### src/rtl/micro_sequencer_pkg.sv
// Shared defines for the micro-sequencer: bus map, micro-word layout,
// opcodes and sequencer state encoding.
package micro_sequencer_pkg;

    localparam int BUS_DATA_W = 8;
    localparam int REG_ADDR_W = 5;
    localparam int OP_W       = 3;

    localparam int MWORD_W = OP_W + 2 * REG_ADDR_W + 2 * BUS_DATA_W;

    localparam int TYPE_LSB = 26;
    localparam int SRC_LSB  = 21;
    localparam int DST_LSB  = 16;
    localparam int IMM_LSB  = 8;
    localparam int TGT_LSB  = 0;

    localparam logic [OP_W-1:0] OP_MOVE    = 3'b000;
    localparam logic [OP_W-1:0] OP_ALU     = 3'b001;
    localparam logic [OP_W-1:0] OP_REGFILE = 3'b010;
    localparam logic [OP_W-1:0] OP_CBRANCH = 3'b011;
    localparam logic [OP_W-1:0] OP_JUMP    = 3'b100;
    localparam logic [OP_W-1:0] OP_HALT    = 3'b101;

    typedef enum logic [2:0] {
        S_IDLE,
        S_FETCH,
        S_DECODE,
        S_EXEC,
        S_WAIT,
        S_HALT
    } seq_state_t;

    typedef struct packed {
        logic [OP_W-1:0]       op;
        logic [REG_ADDR_W-1:0] src;
        logic [REG_ADDR_W-1:0] dst;
        logic [BUS_DATA_W-1:0] imm;
        logic [BUS_DATA_W-1:0] tgt;
    } micro_ir_t;

endpackage

### src/rtl/micro_sequencer_if.sv
// Micro-ROM port, resource handshake and micro-IR bus of the sequencer.
interface micro_sequencer_if #(
    parameter int MPC_WIDTH = 8
);
    import micro_sequencer_pkg::*;

    logic [MPC_WIDTH-1:0]  mrom_addr;
    logic [MWORD_W-1:0]    mrom_data;
    logic                  should_branch;
    logic                  res_ack;
    logic                  res_req;
    logic                  bus_we;
    logic [OP_W-1:0]       minstr_type;
    logic [REG_ADDR_W-1:0] reg_src;
    logic [REG_ADDR_W-1:0] reg_dst;
    logic [BUS_DATA_W-1:0] imm;
    logic [BUS_DATA_W-1:0] mbranch_target;

    modport master (
        output mrom_addr, res_req, bus_we,
        output minstr_type, reg_src, reg_dst,
        output imm, mbranch_target,
        input  mrom_data, should_branch, res_ack
    );

    modport slave (
        input  mrom_addr, res_req, bus_we,
        input  minstr_type, reg_src, reg_dst,
        input  imm, mbranch_target,
        output mrom_data, should_branch, res_ack
    );

endinterface

### src/rtl/micro_ir_decode.sv
// Slices a raw micro-word into micro-IR fields and flags
// opcodes outside the defined set.
module micro_ir_decode
    import micro_sequencer_pkg::*;
(
    input  logic [MWORD_W-1:0] word,
    output micro_ir_t          ir,
    output logic               legal
);

    always_comb begin
        ir.op  = word[TYPE_LSB +: OP_W];
        ir.src = word[SRC_LSB +: REG_ADDR_W];
        ir.dst = word[DST_LSB +: REG_ADDR_W];
        ir.imm = word[IMM_LSB +: BUS_DATA_W];
        ir.tgt = word[TGT_LSB +: BUS_DATA_W];
    end

    assign legal = (ir.op <= OP_HALT);

endmodule

### src/rtl/micro_sequencer.sv
// Micro-sequencer: fetches micro-words from a 1-cycle-latency ROM
// and steps them through decode/execute with a resource handshake.
module micro_sequencer
    import micro_sequencer_pkg::*;
#(
    parameter int MPC_WIDTH  = 8,
    parameter int MROM_DEPTH = 256
) (
    input  logic                 sys_clk,
    input  logic                 sys_rst_n,
    input  logic                 start,
    input  logic [MPC_WIDTH-1:0] start_addr,
    micro_sequencer_if.master    bus,
    output logic [MPC_WIDTH-1:0] m_pc,
    output logic                 busy,
    output logic                 done,
    output logic                 err
);

    if (MROM_DEPTH > (1 << MPC_WIDTH)) begin : g_depth_chk
        $error("MROM_DEPTH exceeds micro-PC range");
    end

    seq_state_t           state, state_nx;
    logic [MPC_WIDTH-1:0] pc_q, pc_nx, pc_inc;
    logic                 err_q, err_nx;
    micro_ir_t            ir_q, ir_dec;
    logic                 legal_q, legal_dec;
    logic                 ir_ld;
    logic                 we;
    logic                 req;

    micro_ir_decode u_dec (
        .word  (bus.mrom_data),
        .ir    (ir_dec),
        .legal (legal_dec)
    );

    assign pc_inc = pc_q + 1'b1;

    always_ff @(posedge sys_clk) begin
        if (!sys_rst_n) begin
            state   <= S_IDLE;
            pc_q    <= '0;
            err_q   <= 1'b0;
            ir_q    <= '0;
            legal_q <= 1'b1;
        end else begin
            state <= state_nx;
            pc_q  <= pc_nx;
            err_q <= err_nx;
            if (ir_ld) begin
                ir_q    <= ir_dec;
                legal_q <= legal_dec;
            end
        end
    end

    always_comb begin
        state_nx = state;
        pc_nx    = pc_q;
        err_nx   = err_q;
        ir_ld    = 1'b0;
        we       = 1'b0;
        req      = 1'b0;
        done     = 1'b0;
        unique case (state)
            S_IDLE: begin
                if (start) begin
                    pc_nx    = start_addr;
                    err_nx   = 1'b0;
                    state_nx = S_FETCH;
                end
            end
            S_FETCH: state_nx = S_DECODE;
            S_DECODE: begin
                ir_ld    = 1'b1;
                state_nx = S_EXEC;
            end
            S_EXEC: begin
                state_nx = S_FETCH;
                unique case (1'b1)
                    !legal_q: begin
                        err_nx   = 1'b1;
                        state_nx = S_HALT;
                    end
                    ir_q.op == OP_MOVE: begin
                        we    = 1'b1;
                        pc_nx = pc_inc;
                    end
                    ir_q.op == OP_ALU,
                    ir_q.op == OP_REGFILE: begin
                        req      = 1'b1;
                        state_nx = S_WAIT;
                    end
                    ir_q.op == OP_CBRANCH: begin
                        pc_nx = bus.should_branch
                              ? MPC_WIDTH'(ir_q.tgt) : pc_inc;
                    end
                    ir_q.op == OP_JUMP: pc_nx = MPC_WIDTH'(ir_q.tgt);
                    ir_q.op == OP_HALT: state_nx = S_HALT;
                    default: state_nx = S_HALT;
                endcase
            end
            S_WAIT: begin
                req = 1'b1;
                if (bus.res_ack) begin
                    we       = 1'b1;
                    pc_nx    = pc_inc;
                    state_nx = S_FETCH;
                end
            end
            S_HALT: begin
                done     = 1'b1;
                state_nx = S_IDLE;
            end
            default: state_nx = S_IDLE;
        endcase
    end

    assign bus.mrom_addr      = pc_q;
    assign bus.bus_we         = we;
    assign bus.res_req        = req;
    assign bus.minstr_type    = ir_q.op;
    assign bus.reg_src        = ir_q.src;
    assign bus.reg_dst        = ir_q.dst;
    assign bus.imm            = ir_q.imm;
    assign bus.mbranch_target = ir_q.tgt;

    assign m_pc = pc_q;
    assign busy = (state != S_IDLE);
    assign err  = err_q;

endmodule

### src/flat_wrapper.sv
// flat-port wrapper written by rule: the top's interface ports become plain ports
module micro_sequencer_flat import micro_sequencer_pkg::*;
#(
    parameter int MPC_WIDTH  = 8,
    parameter int MROM_DEPTH = 256
)
  (sys_clk, sys_rst_n, start, start_addr, m_pc, busy, done, err, bus_mrom_addr, bus_res_req, bus_bus_we, bus_minstr_type, bus_reg_src, bus_reg_dst, bus_imm, bus_mbranch_target, bus_mrom_data, bus_should_branch, bus_res_ack);
  micro_sequencer_if #(.MPC_WIDTH(MPC_WIDTH)) bus_i ();
  input  logic sys_clk;
  input  logic sys_rst_n;
  input  logic start;
  input  logic [MPC_WIDTH-1:0] start_addr;
  output logic [MPC_WIDTH-1:0] m_pc;
  output logic busy;
  output logic done;
  output logic err;
  output wire logic [$bits(bus_i.mrom_addr)-1:0] bus_mrom_addr;
  output wire logic [$bits(bus_i.res_req)-1:0] bus_res_req;
  output wire logic [$bits(bus_i.bus_we)-1:0] bus_bus_we;
  output wire logic [$bits(bus_i.minstr_type)-1:0] bus_minstr_type;
  output wire logic [$bits(bus_i.reg_src)-1:0] bus_reg_src;
  output wire logic [$bits(bus_i.reg_dst)-1:0] bus_reg_dst;
  output wire logic [$bits(bus_i.imm)-1:0] bus_imm;
  output wire logic [$bits(bus_i.mbranch_target)-1:0] bus_mbranch_target;
  input wire logic [$bits(bus_i.mrom_data)-1:0] bus_mrom_data;
  input wire logic [$bits(bus_i.should_branch)-1:0] bus_should_branch;
  input wire logic [$bits(bus_i.res_ack)-1:0] bus_res_ack;
  assign bus_mrom_addr = bus_i.mrom_addr;
  assign bus_res_req = bus_i.res_req;
  assign bus_bus_we = bus_i.bus_we;
  assign bus_minstr_type = bus_i.minstr_type;
  assign bus_reg_src = bus_i.reg_src;
  assign bus_reg_dst = bus_i.reg_dst;
  assign bus_imm = bus_i.imm;
  assign bus_mbranch_target = bus_i.mbranch_target;
  assign bus_i.mrom_data = bus_mrom_data;
  assign bus_i.should_branch = bus_should_branch;
  assign bus_i.res_ack = bus_res_ack;
  micro_sequencer #(.MPC_WIDTH(MPC_WIDTH), .MROM_DEPTH(MROM_DEPTH)) u_core (.sys_clk(sys_clk), .sys_rst_n(sys_rst_n), .start(start), .start_addr(start_addr), .bus(bus_i), .m_pc(m_pc), .busy(busy), .done(done), .err(err));
endmodule
### config.mk
export PLATFORM = sky130hd
export DESIGN_NAME = micro_sequencer_flat
export DESIGN_NICKNAME = d
export VERILOG_FILES = /design/src/rtl/micro_sequencer_pkg.sv /design/src/rtl/micro_sequencer_if.sv /design/src/rtl/micro_ir_decode.sv /design/src/rtl/micro_sequencer.sv /design/src/flat_wrapper.sv
export SDC_FILE = /design/constraint.sdc
export NUM_CORES = 1
export LEC_CHECK = 0
export CAP_MARGIN = 25
export CORE_UTILIZATION = 39
export CTS_BUF_LIST = sky130_fd_sc_hd__clkbuf_8
export DETAILED_ROUTE_END_ITERATION = 8
export PLACE_DENSITY = 0.78
export SYNTH_ARGS = -nofsm -noshare
export SYNTH_HDL_FRONTEND = slang
export SYNTH_SLANG_ARGS = --single-unit
### constraint.sdc
create_clock -name sys_clk -period 1.78 [get_ports sys_clk]
set_clock_uncertainty 0.15 [all_clocks]
set_input_delay 0.267 -clock sys_clk [delete_from_list [all_inputs] [get_ports sys_clk]]
set_output_delay 0.267 -clock sys_clk [all_outputs]
set_load 0.02 [all_outputs]
== Word-level counts from Yosys, hierarchy flattened ==
Index checks and enable logic that the tools add are counted.
W data, S select, Z words.

* RAM bits: 0
* ROM bits: 0
* Flip-flop bits (word level): 42
* Bits in latches: 0
* Output and inout port bits: 50
* Word-level logic and storage cells: 53
* Memories kept: 0

* Reduce and logical (&&, ||, !) cells: 10
* $lt $le $gt $ge: 1
* Divide/modulo/power cells: 0
* Shift-type cells: 0
* Muxes and demuxes: 19
* Equal/unequal tests: 13
* Add/subtract/negate cells: 1
* Bitwise gates (word level): 0
* $mul: 0

{| class="wikitable"
|+ Operator list
! cell !! count
|-
| $pmux W8 S3 || 2
|-
| $mux W8 || 3
|-
| $pmux W3 S5 || 1
|-
| $eq A3 B2 Y1 const B || 4
|-
| $eq A3 B3 Y1 const B || 3
|-
| $add A8 B1 Y8 const B || 1
|-
| $mux W1 || 7
|-
| $eq A3 B1 Y1 const B || 2
|-
| $logic_not A3 Y1 || 2
|-
| $mux W3 || 2
|-
| $ne A2 B2 Y1 const B || 3
|-
| $pmux W1 S2 || 3
|-
| $pmux W3 S2 || 1
|-
| $reduce_bool A3 Y1 || 2
|-
| $ne A4 B1 Y1 const B || 1
|-
| $reduce_and A4 Y1 || 1
|-
| $le A3 B3 Y1 const B || 1
|-
| $reduce_and A3 Y1 || 1
|-
| $reduce_or A3 Y1 || 1
|-
| $reduce_and A2 Y1 || 1
|-
| $reduce_bool A2 Y1 || 1
|-
| $reduce_or A2 Y1 || 1
|}

== Depth between registers and ports, before layout ==
Gate-level depths: netlist of the first run.

* Depth after elaboration: 4
* Depth in mapped cells: 7

== Hierarchy ==
Synthesis of the first run repeated with hierarchy kept, for this count alone.

* Cell total of the unflattened synthesis: 307
* Area, all modules: 2401.1 um2

{| class="wikitable"
|+ Modules (own cells, without submodules)
! module !! cells an instance !! area an instance (um2) !! instances
|-
| micro_sequencer || 277 || 2179.6 || 1
|-
| micro_ir_decode || 30 || 221.5 || 1
|}

== Worst setup path after synthesis of the first run ==
OpenSTA, ideal clock, no wires.

* Path kind: register to output
* From: reg u_core.state[1]
* To: out bus_bus_we
* Slack: -137 ps
* Arrival time: 1500 ps
* Cell stages (with the launch flop): 4
* Data required time: 1363 ps
* Cell sequence: dfxtp_1 > clkbuf_8 > nand3b_1 > o41ai_1

* Word-level cells in the longest chain between the ends: 2
* Elaborated cells between the ends (all ways): 3
* Classes of those cells: eq/ne: 2; mux: 1

{| class="wikitable"
|+ RTL lines
! item !! RTL line !! text
|-
| start: declaration || micro_sequencer.sv:24 || <nowiki>seq_state_t state, state_nx;</nowiki>
|-
| start signal: assignment || micro_sequencer.sv:49 || <nowiki>state <= state_nx;</nowiki>
|-
| $eq A3 B3 Y1 or $eq A3 B2 Y1 (tied branches) || micro_sequencer.sv:67 || <nowiki>unique case (state)</nowiki>
|-
| $pmux W1 S2 (*) || micro_sequencer.sv:67 ||
|-
| end: declaration || flat_wrapper.sv:19 || <nowiki>output wire logic [$bits(bus_i.bus_we)-1:0] bus_bus_we;</nowiki>
|}

Every way passes the cells marked *; elsewhere a longest branch is shown, timed or not.

== Worst setup path after layout of the first run ==
* From: reg u_core.state[2]
* To: out bus_bus_we

The elaborated chain is that of the path after synthesis.

==> summary.txt, run 1 <==
Outcome
  • Run status: finished, final reports clean

Setup path
  • CP arrival: 1.34 ns
  • CP Launch Type: flip-flop
  • Worst setup path start: u_core.state[2]
  • Critical Path RT: 1.36 ns
  • Crit Reg-Reg Startpoint: u_core.bus.minstr_type[0]
  • Crit end category: primary output
  • CP max FO: 5
  • Critical path type: reg -> out

Worst hold path
  • Hold crit path type: reg -> reg
  • Min-Delay Startpoint: u_core.bus.imm[2]

Synthesis
  • Top_reg_cell synth: dfxtp_1
  • Synth Cell Area: 0.00212 mm2
  • Library cells used by synthesis: 54
  • #FFs+latches synth: between 40 and 50
  • Yosys warns: 0
  • Syn nets: 298
  • Asr flop ratio synth: 0%
  • Seq/Total Area, Yosys: approximately two fifths
  • Mapped Cells: about 260
  • Synth Area per Inst: 8.32 um2
  • Number of synthesized flops with an enable pin: 0

Place
  • Dpl cells: 421
  • PortBufs: 91
  • DP Area: 0.00321 mm2
  • Final GP Congestion: 0.849
  • Post-DP HPWL: between 4000 and 5000 um
  • Pre-CTS setup slack: -0.216 ns

Routing
  • Iteration-0 DRC Markers: 161
  • DR vias/cell: 5.20
  • Avg WL per Cell: 14.2 um
  • Drt drc: 0
  • Drt first pass iters: 4
  • Vias after detailed routing: 2245
  • Post-DRT Antenna Nets: 0
  • WL final: ~6100 um

Clock network
  • # H-tree levels: 2
  • CTS sink cnt: 42
  • Skew-Pair Late Insertion Delay: 0.29 ns
  • Hold buffers post-CTS: 0
  • Deepest clock path buffer count: 2
  • Root Driver: clkbuf_8
  • Total CTS buffers: 5
  • Clock transition at path regs: 0.08 ns
  • CTS tree: done

Global routing
  • Vias in the first global route: 2088
  • Number of antenna violations at the first check in global routing: 0
  • First-pass GRT wire length: between 9000 and 10000 um
  • Largest net degree at the start of global routing: 44
  • Gr usage total: 21.5%
  • GR Overflow Total: 0

Floorplanning
  • Die footprint: approximately 0.0057 mm2
  • Die Height: 75.8 um
  • Die X-Extent: around 76 um
  • Num rows: 26
  • Initial Utilization: about two fifths
  • Core ar.: 0.00517 mm2
  • I/O pin cnt: 92

Finish
  • Filler cells: 405
  • Antenna cells: 0
  • Nets@finish: 405
  • Finished Cell Area: 0.00348 mm2
  • Reg area: 853 um2
  • Util after Layout: 67.2%
  • Final Non-Filler Cells: 432
  • Layout cells sized above 1: between 20% and 30%
  • Multi-input logic area: approximately 0.0012 mm2
  • Synth-to-Final Area Change: 63.9%

STA
  • WHS: 0.313 ns
  • Setup WS post-layout: 0.0254 ns
  • RSZ-0062 raised after global routing: yes
  • Slew margin rel.: 78.2%
  • Final critical-path share of the clock period: 98.6%
  • Final Hold Fails: 0
  • Fmax: 570 MHz
  • Setup TNS: 0 ns
  • Period minus WS final: 1.75 ns
  • Final Max Tran Viols: 0
  • Worst-Margin Slew: 0.327 ns
  • Final setup violation count: 0

Power and ir drop
  • Static leakage: 1.45 nW
  • Maximum vdd drop: 0.000574 V
  • Cell area power density: 804 mW/mm2
  • Final Total Pwr: 2.80 mW

Flow run
  • Max Cap Viol: 0
==> layout by cell type, fill, tap and decap left out, types with 2 or more instances in the layout <==
cell / n
o221a_2: 2
clkdlybuf4s50_1: 70
a21oi_4: 2
a31oi_1: 5
and4_1: 2
a22oi_1: 2
and2_1: 2
buf_6: 3
xor2_1: 2
clkbuf_8: 6
nor3b_4: 2
dfxtp_4: 2
o21a_1: 2
nand3_1: 3
inv_1: 2
buf_4: 28
dfxtp_2: 4
xnor2_1: 3
nor2_1: 8
nand2_1: 69
o21ai_0: 13
dfxtp_1: 36
a21boi_1: 5
nor2_2: 2
a21oi_1: 5
dlygate4sd2_1: 8
buf_12: 3
a21boi_0: 25
dlymetal6s2s_1: 9
nand3b_1: 2
nor2b_1: 2
==> flip-flops by register name, summed over array words and instances, names as in the netlist <==
signal and count:
u_core.bus.reg_dst 5, u_core.bus.mbranch_target 8, u_core.bus.minstr_type 3, u_core.state 3, u_core.bus.reg_src 5, u_core.bus.mrom_addr 8, u_core.err 1, u_core.bus.imm 8
u_core.legal_q 1
==> final timing paths <==
check / to / slack, ns / cells after the start
worst min register to register: u_core.bus.imm[2] / 0.31 / 2
worst min-delay path: u_core.bus.imm[2] / 0.31 / 2
worst max register to register: u_core.bus.mrom_addr[2] / 0.03 / 6
worst max-delay path: bus_bus_we / 0.03 / 3
==> final cells by class <==
type	count	area share (%)
tap	70	2.52
inverter	2	0.216
timing repair buffer	123	35.0
sequential	42	24.5
clock inverter	1	0.863
clock buffer	6	2.37
multi-input combinational	188	34.5
==> cell usage after synthesis, types with 2 or more instances <==
cell type  number  area share, %
nand3b_1        2           0.71
xor2_1          2           0.83
a31oi_1         5            1.5
a21oi_2         2           0.83
buf_6           3            1.6
inv_1           2           0.35
o21ai_1         2           0.47
a21oi_1         6            1.4
clkbuf_8        2            1.3
and4_1          2           0.83
buf_2           5            1.2
dfxtp_1        42             40
nor2b_1         2           0.59
nand2_1        69             12
nor2_1         11            1.9
clkbuf_1        4           0.71
o21ai_0        13            3.1
xnor2_1         3            1.2
o21a_1          2           0.71
buf_4           9            3.2
and2_1          2           0.59
a22oi_1         2           0.71
a21boi_0       25            8.8
nand3_1         3           0.71
o221a_2         2            1.1
a21boi_1        5            1.8
==> kinds of logic (layout without fill, tap and decap cells) <==
group / count (synthesis) / in the layout / share of synthesized area [%]
AO/OA/AOI/OAI: 80 / 80 / 27.0
XOR/XNOR: 5 / 5 / 2.06
adder cells (fa/ha/maj): 1 / 1 / 0.590
buffers and inverters: 25 / 132 / 8.31
flip-flops: 42 / 42 / 39.6
AND/OR/NAND/NOR: 102 / 102 / 22.4
==> worst max-delay path: stages (launching register included) <==
cell and delay (ns):
dfxtp_2 0.35, nand3b_1 0.25, o41ai_2 0.25, buf_4 0.20
==> metal layers <==
metal	global-route usage [%]	vias to the layer above	part of all wire (%)
met2	36.2	84	49
met3	8.07	10	6.7
li1	-	1101	-
met5	0	-	0
met4	5.56	0	1.1
met1	25.7	1050	43
==> power by group <==
| part | internal [mW] | total [mW] | leakage [nW] | switching (mW) |
|---|---|---|---|---|
| combinational | 0.478 | 0.925 | 1.05 | 0.447 |
| sequential | 1.02 | 1.10 | 0.346 | 0.0787 |
| clock | 0.449 | 0.772 | 0.0573 | 0.323 |
==> timing repair <==
| action | CTS | global route |
|---|---|---|
| cloned | 0 | 1 |
| pin swaps | 1 | 14 |
| buffers inserted | 0 | 3 |
| resized for setup | 28 | 36 |
| endpoints found under the setup margin | 14 | 21 |
(Power assumes the default switching activity.)
==> run 2: changes to the inputs <==
CORE_UTILIZATION = 27   (was 39)
PLACE_DENSITY = unset   (was 0.78)
==> run 2 against run 1 <==
Non-clock buffer count decreased by 2. Hold slack improved by 0.0020 ns. Sequential share of layout area increased by 0.21 points. Cell count up 6.5%. Die area up 43%. Core utilization shrank 21 points. Total power down 5.3%. Critical endpoint is now bus_res_req. Via count down 3.1%. Clock-buffer cell count decreased by 1. Routed wire length grew 1.6%. Largest cell class unchanged. Largest power group unchanged. Global-route usage down 5.8 points.
==> summary.txt, run 2 (synthesized netlist as in run 1, its figures left out) <==
STA
  • Fmax: 576 MHz
  • Worst-Margin Slew: 0.295 ns
  • Period minus WS final: ~1.7 ns
  • Slew margin rel.: 80.3%
  • Final setup violation count: 0
  • RSZ-0062 raised after global routing: yes
  • Final Max Tran Viols: 0
  • Final critical-path share of the clock period: 97.5%
  • Setup WS post-layout: 0.0446 ns
  • Final Hold Fails: 0

Setup path
  • Slowest-stage cell, CP: dfxtp_2
  • Crit path cell chain: nand3b_1 -> o31ai_2 -> buf_4
  • Crit end category: primary output
  • CP Launch Type: flip-flop
  • R2R Setup Slk: 0.09 ns
  • Critical Path RT: 1.36 ns
  • CP arrival: 1.32 ns
  • Largest delay contributor family on the critical path: flip-flops
  • Max incr delay on CP: ~0.34 ns
  • CP bufs+invs: 1
  • CP max FO: 3
  • Critical path type: reg -> out

Clock network
  • Skew-Pair Late Insertion Delay: 0.30 ns
  • Total CTS buffers: 5
  • # H-tree levels: 2
  • Hold buffers post-CTS: 0
  • Clock transition at path regs: 0.09 ns
  • CTS sink cnt: 42
  • CTS tree: done
  • Deepest clock path buffer count: 2
  • Root Driver: clkbuf_8

Global routing
  • First-pass GRT wire length: 10500 um
  • Largest net degree at the start of global routing: 44
  • Vias in the first global route: 2111
  • Number of antenna violations at the first check in global routing: 0
  • GR Overflow Total: 0
  • Gr usage total: about 16%

Finish
  • Nets@finish: 403
  • Finished Cell Area: between 0.003 and 0.004 mm2
  • Multi-input logic area: 0.00118 mm2
  • Commonest non-fill, non-tap cell in the layout: nand2_1
  • Reg area: between 800 and 900 um2
  • Final Non-Filler Cells: 460
  • Layout cells sized above 1: 18.8%
  • Synth-to-Final Area Change: 63.0%
  • Antenna cells: 0
  • Util after Layout: 46.7%
  • Most frequent cells in the layout: nand2_1, clkdlybuf4s50_1, dfxtp_1
  • Filler cells: a little over 700

Place
  • Dpl cells: 451
  • PortBufs: 91
  • Post-DP HPWL: 4400 um
  • DP Area: 0.00327 mm2
  • Pre-CTS setup slack: -0.246 ns
  • Final GP Congestion: approximately 0.81

Floorplanning
  • Die Height: 90.7 um
  • I/O pin cnt: 92
  • Initial Utilization: 28.6%
  • Core ar.: about 0.0074 mm2
  • Die X-Extent: 90.7 um
  • Num rows: 31
  • Die footprint: 0.00822 mm2

Power and ir drop
  • Cell area power density: 766 mW/mm2
  • Static leakage: around 1.4 nW
  • Maximum vdd drop: between 0.0003 and 0.0004 V
  • Final Total Pwr: around 2.6 mW

Routing
  • Drt first pass iters: 4
  • Avg WL per Cell: 13.6 um
  • DR vias/cell: roughly 4.7
  • Iteration-0 DRC Markers: 71
  • WL final: ~6200 um
  • Drt drc: 0
  • Post-DRT Antenna Nets: 0
  • Vias after detailed routing: 2176

Outcome
  • Run status: finished, final reports clean

Worst hold path
  • Hold crit path type: reg -> reg

Flow run
  • Max Cap Viol: 0
==> run 2: tightest hold or removal path: cells and delay by family (launching register included) <==
kind | cells | cell delay, ns
flip-flops | 1 | 0.32
AO/OA/AOI/OAI | 1 | 0.06
AND/OR/NAND/NOR | 1 | 0.04
==> run 2: where the power goes <==
group / leakage (nW) / internal [mW] / switching [mW]
registers: 0.346 / 1.02 / 0.0769
logic: 1.03 / 0.463 / 0.440
clock network: 0.0441 / 0.276 / 0.370
total: 1.42 / 1.76 / 0.887
==> run 2: what timing repair did <==
action,4_1_cts,5_1_grt
pin swaps,0,13
buffers inserted,0,2
cloned,0,0
setup endpoints to repair,22,19
gates resized for setup,40,28
==> run 2: through the flow <==
step	hold WS [ns]	TNS, ns
after floorplan	0.244	-0.00894
after global placement	0.299	-1.68
after detailed placement	0.305	-1.82
after CTS	0.318	0
after global routing	0.340	-0.0298
final	0.315	0
==> run 2: worst paths after layout <==
kind,startpoint,cells after the start,to
setup / recovery,u_core.state[2],3,bus_res_req
hold / removal,u_core.bus.reg_dst[2],2,u_core.bus.reg_dst[2]
setup reg to reg,u_core.bus.minstr_type[0],6,u_core.bus.mrom_addr[2]
hold reg to reg,u_core.bus.reg_dst[2],2,u_core.bus.reg_dst[2]
==> run 2: area by class of cell <==
cell class / instances / share of cell area, %
clock inverter: 3 / 0.615
multi-input combinational: 188 / 34.0
sequential: 42 / 24.7
timing repair buffer: 121 / 34.9
clock buffer: 5 / 1.99
tap: 99 / 3.58
inverter: 2 / 0.217
==> run 2: routing by layer <==
metal  track usage (%)  up-vias  wire, um
met5                 0        -         0
met4              4.03        0        60
met3              4.29        7       439
met2              25.9       75      2870
met1              20.1     1001      2860
li1                  -     1093         -
==> run 3: changes to the inputs <==
SLEW_MARGIN = 10   (was unset)
==> results of run 3 <==
Final layout, timing and power as in run 2 (identical DEF).
